**config.mk**
```make
export PLATFORM = sky130hd
export DESIGN_NAME = mdl_dlcntr_flat
export DESIGN_NICKNAME = d
export VERILOG_FILES = /design/src/rtl/mdl_dlcntr_pkg.sv /design/src/rtl/mdl_dlcntr_if.sv /design/src/rtl/mdl_dlcntr_serial_add.sv /design/src/rtl/mdl_dlcntr.sv /design/src/flat_wrapper.sv
export SDC_FILE = /design/constraint.sdc
export NUM_CORES = 1
export LEC_CHECK = 0
export ABC_AREA = 1
export CAP_MARGIN = 25
export CORE_AREA = 10 10 60 62
export DETAILED_ROUTE_END_ITERATION = 6
export DIE_AREA = 0 0 70 72
export PLACE_DENSITY = 0.69
export SETUP_SLACK_MARGIN = 0.2
export SYNTH_ARGS = -nofsm -noshare
export SYNTH_HDL_FRONTEND = slang
export SYNTH_SLANG_ARGS = --single-unit
```
**constraint.sdc**
```tcl
create_clock -name i_MCLK -period 1.2 [get_ports i_MCLK]
set_input_delay 0.18 -clock i_MCLK [delete_from_list [all_inputs] [get_ports i_MCLK]]
set_output_delay 0.18 -clock i_MCLK [all_outputs]
set_load 0.02 [all_outputs]
```
**src/rtl/mdl_dlcntr_pkg.sv**
```systemverilog
// Shared constants and slot decode for the bubble-data length counter.
// Slot indices follow the ROT20 frame used by the data-length evaluator.
package mdl_dl_pkg;

    localparam int DL_CNT_W       = 10;
    localparam int DL_BOOT_LEN    = 480;
    localparam int SLOT_CNT_FIRST = 0;
    localparam int SLOT_PG2B      = 7;
    localparam int SLOT_PG4B      = 8;
    localparam int SLOT_BOOT      = 9;
    localparam int SLOT_EVAL      = 10;

    typedef enum logic [1:0] {
        PH_NONE,
        PH_LOAD,
        PH_SHIFT,
        PH_HOLD
    } phase_t;

    // Lowest low bit wins; no low bit means a malformed frame, treated as hold.
    function automatic phase_t slot_phase(
        input logic [19:0] rot_n,
        input int          cnt_w
    );
        phase_t ph;
        ph = PH_NONE;
        for (int k = 19; k >= 0; k--) begin
            if (!rot_n[k]) begin
                if (k == SLOT_CNT_FIRST)
                    ph = PH_LOAD;
                else if (k < cnt_w)
                    ph = PH_SHIFT;
                else
                    ph = PH_HOLD;
            end
        end
        return ph;
    endfunction

endpackage

```
**src/rtl/mdl_dlcntr_if.sv**
```systemverilog
// Slot-strobe, request and result bundle of the data length counter.
interface mdl_dlcntr_if
    import mdl_dl_pkg::*;
#(
    parameter int CNT_W = DL_CNT_W
);
    logic             i_CLK2M_PCEN_n;
    logic [19:0]      i_ROT20_n;
    logic             i_INC;
    logic             i_DLCNTR_CLR;
    logic             o_DLCNTR_LSB;
    logic             o_DLCNTR_CFLAG;
    logic [CNT_W-1:0] o_DLCNTR_VAL;
    logic             o_INC_LOST;
    logic             o_WRAP;

    modport master (
        output i_CLK2M_PCEN_n, i_ROT20_n, i_INC, i_DLCNTR_CLR,
        input  o_DLCNTR_LSB, o_DLCNTR_CFLAG, o_DLCNTR_VAL,
        input  o_INC_LOST, o_WRAP
    );

    modport slave (
        input  i_CLK2M_PCEN_n, i_ROT20_n, i_INC, i_DLCNTR_CLR,
        output o_DLCNTR_LSB, o_DLCNTR_CFLAG, o_DLCNTR_VAL,
        output o_INC_LOST, o_WRAP
    );

endinterface

```
**src/rtl/mdl_dlcntr_serial_add.sv**
```systemverilog
// One-bit serial adder with its carry flop; ld injects the frame's carry-in
// combinationally so slot 0 sees the fresh increment.
module mdl_dlcntr_serial_add (
    input  logic clk,
    input  logic rst,
    input  logic en,
    input  logic ld,
    input  logic ld_val,
    input  logic clr,
    input  logic a,
    output logic sum,
    output logic cout,
    output logic carry
);

    logic c_in;

    assign c_in = ld ? ld_val : carry;
    assign sum  = a ^ c_in;
    assign cout = a & c_in;

    always_ff @(posedge clk or posedge rst) begin
        if (rst)
            carry <= 1'b0;
        else if (en)
            carry <= clr ? 1'b0 : cout;
    end

endmodule

```
**src/rtl/mdl_dlcntr.sv**
```systemverilog
// Serial data length counter: rotating count register, one bit per ROT20
// slot, with increment/clear request latches and lost/wrap flags.
module mdl_dlcntr
    import mdl_dl_pkg::*;
#(
    parameter int CNT_W = DL_CNT_W
) (
    input  logic        i_MCLK,
    input  logic        i_RST,
    mdl_dlcntr_if.slave bus
);

    logic [CNT_W-1:0] sr;
    logic             pending;
    logic             clr_pend;
    logic             lost_acc;
    logic             inc_lost;
    logic             wrap;

    phase_t ph;
    logic   en;
    logic   load;
    logic   step;
    logic   last;
    logic   clr_now;
    logic   lost_now;
    logic   sum;
    logic   cout;
    logic   carry;

    assign ph      = slot_phase(bus.i_ROT20_n, CNT_W);
    assign en      = ~bus.i_CLK2M_PCEN_n;
    assign load    = (ph == PH_LOAD);
    assign step    = en & ((ph == PH_LOAD) | (ph == PH_SHIFT));
    assign last    = ~bus.i_ROT20_n[CNT_W-1];
    assign clr_now = load & (clr_pend | bus.i_DLCNTR_CLR);

    // A request dropped by a clear is not reported as lost.
    assign lost_now = bus.i_INC & pending & ~(en & clr_now);

    mdl_dlcntr_serial_add u_add (
        .clk    (i_MCLK),
        .rst    (i_RST),
        .en     (step),
        .ld     (load),
        .ld_val (pending | bus.i_INC),
        .clr    (clr_now),
        .a      (sr[0]),
        .sum    (sum),
        .cout   (cout),
        .carry  (carry)
    );

    always_ff @(posedge i_MCLK or posedge i_RST) begin
        if (i_RST) begin
            sr       <= '0;
            pending  <= 1'b0;
            clr_pend <= 1'b0;
            lost_acc <= 1'b0;
            inc_lost <= 1'b0;
            wrap     <= 1'b0;
        end else begin
            if (en & load) begin
                pending  <= 1'b0;
                clr_pend <= 1'b0;
            end else begin
                pending  <= pending | bus.i_INC;
                clr_pend <= clr_pend | bus.i_DLCNTR_CLR;
            end

            if (step)
                sr <= clr_now ? '0 : {sum, sr[CNT_W-1:1]};

            if (en & clr_now)
                wrap <= 1'b0;
            else if (step & last & cout)
                wrap <= 1'b1;

            // Losses seen between enables are folded into the next enable pulse.
            if (en) begin
                inc_lost <= lost_acc | lost_now;
                lost_acc <= 1'b0;
            end else begin
                lost_acc <= lost_acc | lost_now;
            end
        end
    end

    assign bus.o_DLCNTR_LSB   = sr[0];
    assign bus.o_DLCNTR_CFLAG = carry;
    assign bus.o_DLCNTR_VAL   = sr;
    assign bus.o_INC_LOST     = inc_lost;
    assign bus.o_WRAP         = wrap;

endmodule

```
**src/flat_wrapper.sv**
```systemverilog
// flat-port wrapper written by rule: the top's interface ports become plain ports
module mdl_dlcntr_flat import mdl_dl_pkg::*;
#(
    parameter int CNT_W = DL_CNT_W
)
  (i_MCLK, i_RST, bus_i_CLK2M_PCEN_n, bus_i_ROT20_n, bus_i_INC, bus_i_DLCNTR_CLR, bus_o_DLCNTR_LSB, bus_o_DLCNTR_CFLAG, bus_o_DLCNTR_VAL, bus_o_INC_LOST, bus_o_WRAP);
  mdl_dlcntr_if #(.CNT_W(CNT_W)) bus_i ();
  input  logic i_MCLK;
  input  logic i_RST;
  input wire logic [$bits(bus_i.i_CLK2M_PCEN_n)-1:0] bus_i_CLK2M_PCEN_n;
  input wire logic [$bits(bus_i.i_ROT20_n)-1:0] bus_i_ROT20_n;
  input wire logic [$bits(bus_i.i_INC)-1:0] bus_i_INC;
  input wire logic [$bits(bus_i.i_DLCNTR_CLR)-1:0] bus_i_DLCNTR_CLR;
  output wire logic [$bits(bus_i.o_DLCNTR_LSB)-1:0] bus_o_DLCNTR_LSB;
  output wire logic [$bits(bus_i.o_DLCNTR_CFLAG)-1:0] bus_o_DLCNTR_CFLAG;
  output wire logic [$bits(bus_i.o_DLCNTR_VAL)-1:0] bus_o_DLCNTR_VAL;
  output wire logic [$bits(bus_i.o_INC_LOST)-1:0] bus_o_INC_LOST;
  output wire logic [$bits(bus_i.o_WRAP)-1:0] bus_o_WRAP;
  assign bus_i.i_CLK2M_PCEN_n = bus_i_CLK2M_PCEN_n;
  assign bus_i.i_ROT20_n = bus_i_ROT20_n;
  assign bus_i.i_INC = bus_i_INC;
  assign bus_i.i_DLCNTR_CLR = bus_i_DLCNTR_CLR;
  assign bus_o_DLCNTR_LSB = bus_i.o_DLCNTR_LSB;
  assign bus_o_DLCNTR_CFLAG = bus_i.o_DLCNTR_CFLAG;
  assign bus_o_DLCNTR_VAL = bus_i.o_DLCNTR_VAL;
  assign bus_o_INC_LOST = bus_i.o_INC_LOST;
  assign bus_o_WRAP = bus_i.o_WRAP;
  mdl_dlcntr #(.CNT_W(CNT_W)) u_core (.i_MCLK(i_MCLK), .i_RST(i_RST), .bus(bus_i));
endmodule
```
==> results.toml, run 1 <==
[run_status]
status = "finished, violations left"
failed_checks = "negative setup slack"

[floorplanning]
chipHeight_um = 72
dieArea_mm2 = 0.005040
rows = 18
die_x_um = 70
io_pins = 39
initial_core_util_pct = 33.69
coreArea_mm2 = 0.002432

[clock_tree]
cts.sink_count = 16
cts_root_buffer = "clkbuf_4"
clk_path_buf_depth = 2
cts_htree_levels = 1
cts_inserted_buffers = 3
clk_latency_ps = 290
clk_pin_slew_ps = 100
cts_tree = "done"
cts-hold-fix-buffers = 0

[global_route]
grtUsageTotal_pct = 10.88
grt_pass1_vias = 977
grt.met2_usage_pct = 20.14
grt_busiest_layer = "met2"
grt_antenna_before_repair = 0
use_met3_pct = 3.265
grt_pass1_wl_mm = 4.505
overflow = 0
grt_max_degree = 17
grt_util_met1_pct = 11.00

[synthesis]
synthTopCellsByArea = "dfrtp_1, nand2_1, o21ai_0"
synth_warnings = 0
syn_area_um2 = 819.5
ys_types = 14
ys_ff_latch = 16
ys_seq_area_share_pct = 48.85
synthCells = 107
syn-num-nets = 134
syn_avg_cell_area_um2 = 7.659
yosysTopAreaCell = "dfrtp_1"
yosysTopAreaCellShare_pct = 48.85

[final_layout]
fillCellCount = 192
drive_above_1_share_pct = 56.32
area_delta_synth_final_pct = 94.96
stdcell_area_mm2 = 0.001598
nNetsFinal = 202
fin_cells = 204
antenna_cells = 0

[timing]
setup_violations = 15
max_freq_ghz = 0.7797
finalHoldViolCount = 0
slew_headroom_pct = 79.47
fin_crit_sh_pct = 106.9
tns_ps = -507.4
tightest_slew_ps = 306.9
holdWs_ps = 195.2
fin_skew_ps = 2.034
min_period_ps = 1283
grt_setup_unrepaired = "yes"
fin_ws_ps = -82.53
slew_viol_final = 0

[worst_setup_path]
worstSetupPathType = "in -> reg"
cp_data_arrival_time_ps = 1470
cp.required_ps = 1390
crit_fanout = 4
r2r_start = "u_core.pending"
r2r_slack_ps = -20
r2r-end = "u_core.bus.o_WRAP"
start_kind = "primary input"
cp-end-kind = "flop"
rr_worst_depth = 6

[place]
place.gp.congestion = 0.7769
portBuffers = 38
dp_cells = 183
postPlaceCellArea_mm2 = 0.001315
place_hpwl_mm = 1.911

[power]
cellPowerDensity_mw_per_mm2 = 952.9
p_int_uw = 1063
leakage_uw = 0.0008213
power_switching_share_pct = 30.21
pwr-share-comb_pct = 35.4
p_seq_share_pct = 40.9
power_switching_uw = 459.9
power.share.clock_pct = 23.8
peakVddDrop_mv = 0.8017

[route]
drc = 0
ant_nets = 0
wire_per_inst_um = 14.21
wl_mm = 2.899
num_vias = 972
drt_iter0_drc = 23
vias_per_cell = 4.765
dr.pass1.iters = 4

[min_path]
hp-class = "in -> async"

[job]
maxCapViolations = 0
[flip-flops by register name (all words and copies together) (netlist names)]
| signal | cells |
|---|---|
| u_core.bus.o_DLCNTR_VAL | 10 |
| u_core.bus.o_INC_LOST | 1 |
| u_core.bus.o_WRAP | 1 |
| u_core.clr_pend | 1 |
| u_core.lost_acc | 1 |
| u_core.pending | 1 |
| u_core.u_add.carry | 1 |
[synth_stat cells, drive strengths merged]
cell type / count
nand2: 34
o21ai: 23
dfrtp: 16
nor2: 12
inv: 11
buf: 4
ha: 2
nand3: 2
a21oi: 1
clkbuf: 1
o21a: 1
[stage by stage]
step                utilization [%]  worst slack (ps)  total power, uW
floorplan                         -            -192.3            797.3
global placement              54.06            -770.9             1019
detailed placement            54.06            -804.4             1025
CTS                           60.44            -81.78             1464
global route                  65.69            -170.5             1605
finish                        65.69            -82.53             1522
[how the worst max path moves through the flow]
stage                                 end  depth (start not counted)  slack (ps)             start
global route        u_core.bus.o_INC_LOST                         16        -170  bus_i_ROT20_n[7]
CTS                     u_core.bus.o_WRAP                         15         -80  bus_i_ROT20_n[9]
floorplan               u_core.bus.o_WRAP                         14        -190  bus_i_ROT20_n[8]
global placement        u_core.bus.o_WRAP                         15        -770  bus_i_ROT20_n[9]
finish                  u_core.bus.o_WRAP                         13         -80  bus_i_ROT20_n[4]
detailed placement      u_core.bus.o_WRAP                         15        -800  bus_i_ROT20_n[9]
[placed cells by master (no fill, tap or decap), types with 5 or more instances in the layout]
cell / synthesis / routed
inv_1: 11 / 10
dfrtp_1: 16 / 16
o21ai_2: 0 / 7
o21ai_0: 12 / 9
nand2_2: 0 / 15
nand2_1: 34 / 16
buf_4: 3 / 25
o21ai_1: 11 / 7
buf_2: 0 / 10
buf_6: 1 / 24
nor2_1: 10 / 5
[cell families after synthesis]
| kind of cell | synth area share (%) |
|---|---|
| adder cells (fa/ha/maj) | 3.053 |
| AO/OA/AOI/OAI | 15.57 |
| flip-flops | 48.85 |
| buffers and inverters | 9.618 |
| AND/OR/NAND/NOR | 22.90 |
[per-layer routing]
layer	vias up	share of wire (%)
met4	0	2.1
met2	33	54
met3	8	6.6
met5	-	0
li1	477	-
met1	454	37
[area by class of cell]
| class | instances | area, um2 | area share [%] |
|---|---|---|---|
| repair buffers | 68 | 595.6 | 37.27 |
| clock buffers | 4 | 36.28 | 2.271 |
| well taps | 30 | 37.54 | 2.349 |
| flip-flops and latches | 16 | 400.4 | 25.06 |
| multi-input cells | 75 | 484.2 | 30.31 |
| inverters | 11 | 43.79 | 2.741 |
[power by group through the flow]
stage,clock network (uW),logic (uW),registers (uW)
3_3_place_gp,0,391,629
3_5_place_dp,0,395,630
2_1_floorplan,0,121,676
5_1_grt,401,578,626
4_1_cts,373,469,623
6_report,362,538,622
[worst max-delay path, cell delays in order]
cell and delay, ps:
clkdlybuf4s15_1 160, nand3_1 80, nor2_2 150, nand2_1 80
nand2_2 80, ha_4 150, inv_4 40, nand2_2 50
o21ai_2 60, ha_4 170, nand2_4 70, nor2_2 30
o21a_1 150
[what timing repair did]
action                     in CTS  in global routing
setup buffers                   9                  7
resized for setup             168                 21
pin swaps                      25                 19
setup endpoints to repair      30                 30
cloned                          1                  0
Power figures use the tool's default switching activity.
==> inputs of run 2 (changes only) <==
Settings changed: CORE_AREA 10 10 60 62 to 10 10 61 63, DIE_AREA 0 0 70 72 to 0 0 71 73, SYNTH_HIERARCHICAL from default to 1.
==> results.toml, run 2 <==
[final_layout]
area_delta_synth_final_pct = 89.48
multi_input_area_um2 = 499.2
register_area_um2 = 400.4
layout_commonest_cell = "buf_6"
fin_cells = 211
nNetsFinal = 208
fillCellCount = 239
drive_above_1_share_pct = 56.67
antenna_cells = 0
fin_util_pct = 62.92
most-common-layout-cells = "buf_6, nand2_1, buf_4, dfrtp_1, inv_1"
largest_reg_flops = 10

[clock_tree]
clk_latency_ps = 280
clk_path_buf_depth = 2
clk_pin_slew_ps = 100
cts-hold-fix-buffers = 0
cts.sink_count = 16
cts_tree = "done"
cts_htree_levels = 1
cts_root_buffer = "clkbuf_4"
cts_inserted_buffers = 3

[place]
dp_cells = 197
place_hpwl_mm = 2.046
portBuffers = 38
place_ws_ps = -757.2
place.gp.congestion = 0.8070

[timing]
slew_headroom_pct = 79.31
tightest_slew_ps = 309.4
finalHoldViolCount = 0
fin_crit_sh_pct = 97.79
fin_skew_ps = 1.299
grt_setup_unrepaired = "yes"
max_freq_ghz = 0.8522
setup_violations = 0
min_period_ps = 1173
slew_viol_final = 0
fin_ws_ps = 26.54

[synthesis]
yosys.area_share.simple_pct = 29.83
synth_ff_type = "dfrtp_1"
yosysMostFrequentCell = "nand2_1"
yosysTopAreaCell = "dfrtp_1"
synthCells = 115
synth_warnings = 6
yosysTopAreaCellShare_pct = 46.11
synth-async-reset-ratio_pct = 100.0
synth_compound_area_share_pct = 8.646
synth_top_family_by_area = "simple AND/OR/NAND/NOR gates"
synth_top_cells_by_count = "nand2_1, inv_1, dfrtp_1"
ys_types = 17
syn_avg_cell_area_um2 = 7.551
synthTopCellsByArea = "dfrtp_1, nand2_1, inv_1"
synthXorXnorAreaFrac_pct = 0
syn_area_um2 = 868.3
ys_seq_area_share_pct = 46.11
syn-num-nets = 142
synth_edf_count = 0
synthAdderAreaFrac_pct = 2.882
synth_mux_area_share_pct = 0
ys_ff_latch = 16

[floorplanning]
io_pins = 39
initial_core_util_pct = 33.21
die_x_um = 71
coreArea_mm2 = 0.002615
rows = 19
dieArea_mm2 = 0.005183
chipHeight_um = 73

[route]
ant_nets = 0
drc = 0
drt_iter0_drc = 26
wire_per_inst_um = 12.60
vias_per_cell = 4.445
wl_mm = 2.659
num_vias = 938
dr.pass1.iters = 4

[min_path]
hp-class = "in -> async"

[worst_setup_path]
cp-end-kind = "flop"
crit_fanout = 5
worstSetupPathType = "in -> reg"
start_kind = "primary input"
cp.required_ps = 1380
r2r_slack_ps = 80
cp_data_arrival_time_ps = 1360

[global_route]
grt_antenna_before_repair = 0
grtUsageTotal_pct = 10.02
grt_pass1_vias = 985
overflow = 0
grt_max_degree = 16
grt_busiest_layer = "met2"
grt_pass1_wl_mm = 4.298
grt.met2_usage_pct = 19.98
grt_util_met1_pct = 9.527
use_met3_pct = 3.265

[run_status]
status = "complete, no violations"

[job]
maxCapViolations = 0

[power]
leakage_uw = 0.0008777
peakVddDrop_mv = 0.7651
cellPowerDensity_mw_per_mm2 = 936.1
-- run 2: layout make-up --
type                    instances  share of cell area (%)
repair buffers                 66                   36.65
multi-input cells              76                   30.34
flip-flops and latches         16                   24.33
inverters                      18                   4.106
well taps                      31                   2.357
clock buffers                   4                   2.205
-- run 2: timing repair --
| action | in CTS | in global routing |
|---|---|---|
| resized for setup | 161 | 20 |
| pin swaps | 24 | 17 |
| setup buffers | 7 | 3 |
| endpoints found under the setup margin | 30 | 30 |
-- run 2: metrics by stage --
step	setup TNS [ps]	cell area, um2	power [uW]	hold slack [ps]
finish	0	1645	1540	54.19
global route	-111.3	1645	1629	69.63
CTS	0	1562	1519	49.70
detailed placement	-11180	1454	1101	365.3
global placement	-10310	1454	1093	353.0
floorplan	-779.1	938.4	841.3	-91.29
-- run 2: routing by layer --
layer / routed length, um / part of all wire, %
met5: 0 / 0
met4: 17 / 0.64
met3: 142 / 5.3
met2: 1545 / 58
met1: 954 / 36
-- run 2: where the power goes --
group	internal (uW)	switching [uW]	total [uW]
clock	184	176	361
combinational	302	253	555
sequential	588	36.6	625
-- run 2: cell families after synthesis --
family	after synthesis
AND/OR/NAND/NOR	59
adder cells (fa/ha/maj)	2
buffers and inverters	23
flip-flops	16
AO/OA/AOI/OAI	15
-- run 2: critical path, cell delays in order --
cell and delay (ps):
buf_6 70, nand2_4 50, nor2_4 110, nand2_2 60, nor2_2 110, nand2_1 70, nand2_2 80, ha_4 230
nor2_4 120, buf_4 150, inv_2 30, nand2_1 40, nand2_1 40
-- run 2: path summary, 6_finish.rpt --
path | from | to | cells after the start
max reg2reg | u_core/pending | u_core/bus.o_DLCNTR_VAL[9] | 7
min reg2reg | u_core/clr_pend | u_core/clr_pend | 2
min | i_RST | u_core/u_add/carry | 2
max | bus_i_ROT20_n[14] | u_core/u_add/carry | 13
max in group asynchronous | i_RST | u_core/bus.o_DLCNTR_VAL[6] | 3
min in group i_MCLK | bus_i_ROT20_n[9] | u_core/bus.o_WRAP | 5
==> inputs of run 3 (changes only) <==
--- a/config.mk
+++ b/config.mk
@@ -13,4 +13,6 @@
 export PLACE_DENSITY = 0.69
 export SETUP_SLACK_MARGIN = 0.2
+export SKIP_CTS_REPAIR_TIMING = 1
+export SLEW_MARGIN = 10
 export SYNTH_ARGS = -nofsm -noshare
 export SYNTH_HDL_FRONTEND = slang
==> constraint.sdc (replaced) <==
create_clock -name i_MCLK -period 1.2 [get_ports i_MCLK]
set_input_delay 0.18 -clock i_MCLK [delete_from_list [all_inputs] [get_ports i_MCLK]]
set_output_delay 0.18 -clock i_MCLK [all_outputs]
set_load 0.01 [all_outputs]
==> results.toml, run 3 (same netlist as run 2, synthesis figures left out) <==
[timing]
grt_setup_unrepaired = "yes"
slew_headroom_pct = 78.49
holdWs_ps = 53.75
setup_violations = 0
min_period_ps = 1178
finalHoldViolCount = 0
fin_skew_ps = 0.7860
tightest_slew_ps = 322.2
tns_ps = 0
fin_crit_sh_pct = 98.16
max_freq_ghz = 0.8489
slew_viol_final = 0
fin_ws_ps = 22.06

[power]
leakage_uw = 0.0009098
cellPowerDensity_mw_per_mm2 = 862.1
peakVddDrop_mv = 0.8914

[route]
drt_iter0_drc = 34
dr.pass1.iters = 3
vias_per_cell = 4.546
drc = 0
wl_mm = 2.699
ant_nets = 0
num_vias = 932
wire_per_inst_um = 13.17

[final_layout]
fin_cells = 205
antenna_cells = 0
largest_reg_flops = 10
layout_commonest_cell = "nand2_1"
fin_util_pct = 59.57
nNetsFinal = 203
area_delta_synth_final_pct = 79.39
drive_above_1_share_pct = 50.00
most-common-layout-cells = "nand2_1, buf_4, dfrtp_1, inv_1"

[global_route]
grt_max_degree = 11
grtUsageTotal_pct = 9.418
grt_antenna_before_repair = 0
grt_pass1_wl_mm = 4.036
overflow = 0
grt_pass1_vias = 929

[floorplanning]
coreArea_mm2 = 0.002615
rows = 19
initial_core_util_pct = 33.21
chipHeight_um = 73
io_pins = 39
die_x_um = 71
dieArea_mm2 = 0.005183

[worst_setup_path]
start_kind = "primary input"
r2r-end = "u_core/bus.o_DLCNTR_VAL[9]"
crit_fanout = 5
crit_chain = "buf_6 > nand2_4 > nor2_2 > nand2_1 > nor2_2 > nand2_1 > nand2_2 > ha_4 > nor2_4 > buf_4 > inv_2 > nand2_1 > nand2_1"
worstSetupPathType = "in -> reg"
path_buf_inv = 3
crit_slowest_cell = "ha_4"
cp-end-kind = "flop"
r2r_start = "u_core/pending"
cp_slowest_stage_delay_ps = 220
cp_data_arrival_time_ps = 1360
cp.required_ps = 1380
cp_top_family = "simple AND/OR/NAND/NOR gates"
r2r_slack_ps = 60
path_common_cell = "nand2_1"
rr_worst_depth = 7

[clock_tree]
clk_latency_ps = 280
cts_tree = "done"
cts_root_buffer = "clkbuf_4"
cts.sink_count = 16
cts_inserted_buffers = 3
clk_pin_slew_ps = 80
clk_path_buf_depth = 2
cts_htree_levels = 1

[job]
maxCapViolations = 0

[min_path]
hp-class = "in -> async"

[place]
place_hpwl_mm = 2.046
portBuffers = 38
dp_cells = 192
place_ws_ps = -748.2
place.gp.congestion = 0.7181

[run_status]
status = "complete, no violations"
==> run 3: cell count changes in the layout (fill, tap and decap cells not counted), sizes merged <==
cell / before / now
clkdlybuf4s15: 1 / 0
buf: 58 / 45
dlygate4sd2: 1 / 0
dlymetal6s2s: 0 / 8
clkbuf: 6 / 7
==> run 3: through the flow <==
step	cell area [um2]	power (uW)
2_1_floorplan	943.4	810.3
3_3_place_gp	1434	1040
3_5_place_dp	1434	1052
4_1_cts	1456	1334
5_1_grt	1558	1432
6_report	1558	1343
==> run 3: power by group <==
part	total [uW]	internal, uW	switching, uW
Clock	271	116	154
Combinational	450	240	209
Sequential	622	588	34.3
==> run 3: worst max-delay path by stage <==
stage	from	endpoint	slack, ps	cells past startpoint
final	bus_i_ROT20_n[7]	u_core/u_add/carry	20	13
after floorplan	bus_i_ROT20_n[14]	u_core/bus.o_DLCNTR_VAL[9]	-100	12
after detailed placement	bus_i_ROT20_n[6]	u_core/bus.o_DLCNTR_VAL[9]	-750	13
after CTS	bus_i_ROT20_n[6]	u_core/bus.o_DLCNTR_VAL[9]	-430	13
after global routing	bus_i_ROT20_n[7]	u_core/bus.o_DLCNTR_VAL[9]	-60	13
after global placement	bus_i_ROT20_n[14]	u_core/bus.o_DLCNTR_VAL[9]	-700	13
==> run 3: final cells by class <==
cell class                 instances  area [um2]
timing repair buffer              61       538.0
sequential                        16       400.4
multi-input combinational         76       490.5
clock buffer                       3       22.52
fill                             240        1057
inverter                          18       67.56
tap                               31       38.79
==> run 3: layer usage <==
layer / global-route usage, % / part of all wire [%] / up-vias
li1: - / - / 476
met5: 0 / 0 / -
met2: 18.89 / 58 / 12
met3: 3.810 / 4.7 / 4
met1: 8.385 / 37 / 440
met4: 2.581 / 0.78 / 0
==> run 3: worst reg2reg max path: stages, from the launching register on <==
cell     delay, ps
dfrtp_1        380
inv_1           70
nand2_1         70
nand2_2         80
o21ai_2         50
ha_1           280
nand3_2         60
nand2_1         50
==> variant, RTL diff (settings of run 1) <==
`DL_CNT_W`: 10 -> 8.
--- a/src/rtl/mdl_dlcntr_pkg.sv
+++ b/src/rtl/mdl_dlcntr_pkg.sv
@@ -4,3 +4,3 @@
 
-    localparam int DL_CNT_W       = 10;
+    localparam int DL_CNT_W       = 8;
     localparam int DL_BOOT_LEN    = 480;
Ports: changed (resized bus_o_DLCNTR_VAL); port bits go from 39 to 37. The function was not compared with the original's and may differ.
==> variant against run 1 <==
The flow still finishes with violations (setup timing); via count fell by 7.4%; clock skew rose by 0.0031 ns; maximum frequency rose by 3.0%; highest routed layer unchanged; total power fell by 7.5%; synthesized area fell by 9.9%; critical endpoint is now u_core.bus.o_DLCNTR_VAL[7]$_DFFE_PP0P_; sequential power fell by 11%; final area fell by 11%; setup slack improved by 0.038 ns; sequential cell count fell by 2; wire length fell by 3.8%; critical path type unchanged.
==> variant: results (changes against run 1) <==
timing:
  slew_headroom_pct: 74.0  # -5.5 points
  fin_skew_ns: 0.00510  # +0.00306 ns
  tns_ns: -0.116  # +0.391 ns
  whs_ns: 0.174  # -0.0215 ns
  setup_viol: 4  # -11
  timing.final.ws_setup_ns: -0.0449  # +0.0377 ns
setup_path:
  arrival_ns: 1.43  # -0.04 ns
  max_stage_delay_ns: 0.30  # +0.13 ns
  cp_slowest_cell: "ha_2"
  crit_path_end: "u_core.bus.o_DLCNTR_VAL[7]$_DFFE_PP0P_"
  cp_top_family: "simple AND/OR/NAND/NOR gates"
  worstPathMaxFanout: 3  # -1
global_routing:
  grt_pass1_wl_mm: 3.97  # -12%
  track_usage_pct: 9.68  # -1.2 points
  grt_max_degree: 15  # -2
  first_global_vias: 831  # -15%
  grt.met1_usage_pct: 8.84  # -2.2 points
  met3_usage_pct: 3.67  # +0.41 points
detailed_routing:
  drt-pass1-iter-count: 6  # +2
  routedWlPerCell_um: 14.9  # +4.9%
  viasPerCell: 4.81  # +1.0%
  wl_met2_mm: 1.59  # +0.70%
  drt_iter0_markers: 47  # +100%
  dr_wl_met3_um: 172  # -10%
  met1_length_um: 983  # -7.9%
  routed_wl_mm: 2.79  # -3.8%
layout:
  buffers_excl_clock: 60  # -12%
  layout.nets: 185  # -8.4%
  multi_input_area_share_pct: 29.5  # -0.76 points
  multi_input_gates: 68  # -9.3%
  n_sequential_cell: 14  # -2
  fillers: 210  # +9.4%
  buffer_area_share_pct: 37.5  # +0.20 points
  seq_share_pct: 24.7  # -0.37 points
  drive_gt1_share_pct: 54.1  # -2.2 points
logic_synthesis:
  synth_cells: 95  # -11%
  ys_types: 16  # +2
  syn_nets: 122  # -9.0%
  synth-compound-area-share_pct: 15.6  # +0.021 points
  ys_top_cells_by_count: "nand2_1 (29), dfrtp_1 (14), inv_1 (11), o21ai_0 (10), o21ai_1 (9)"
  ys_seq_area_share_pct: 47.5  # -1.4 points
  synthTopCellsByArea: "dfrtp_1 (47%), nand2_1 (15%), o21ai_0 (6.8%), o21ai_1 (6.1%), inv_1 (5.6%)"
placement:
  gp_congestion: 0.726  # -6.5%
  place_area_um2: 1220  # -7.4%
  hpwl_mm: 1.73  # -9.2%
  dpl.cell_count: 168  # -8.2%
  port_buffers: 36  # -5.3%
outcome:
  status: "finished with violations"
  failed_checks: "setup timing"
pwr:
  switching_share_pct: 30.6  # +0.40 points
  p_leak_nw: 0.730  # -11%
  vdd_drop_max_uv: 767  # -4.3%
==> variant: cell types whose count changed after synthesis, sizes merged <==
cell,before,now
clkbuf,1,0
buf,4,3
dfrtp,16,14
o21bai,0,1
nand2,34,30
o21ai,23,19
nand3,2,1
==> variant: worst reg2reg max path, delay by kind of cell (launching register included) <==
kind | cells | cell delay [ns]
compound gates | 2 | 0.25
fa+ha+maj | 1 | 0.18
simple gates | 3 | 0.30
flops | 1 | 0.38
==> variant: power by group through the flow <==
| stage | Combinational [mW] | Sequential [mW] | Clock [mW] |
|---|---|---|---|
| detailed placement | 0.381 | 0.556 | 0 |
| finish | 0.511 | 0.552 | 0.345 |
| global route | 0.548 | 0.555 | 0.377 |
| floorplan | 0.118 | 0.598 | 0 |
| CTS | 0.440 | 0.549 | 0.349 |
| global placement | 0.374 | 0.554 | 0 |
==> variant: what timing repair did <==
action,in CTS,in global routing
hold buffers,0,0
setup endpoints to repair,26,26
setup buffers,7,5
pin swaps,23,18
gates cloned,3,0
gates resized for setup,148,24
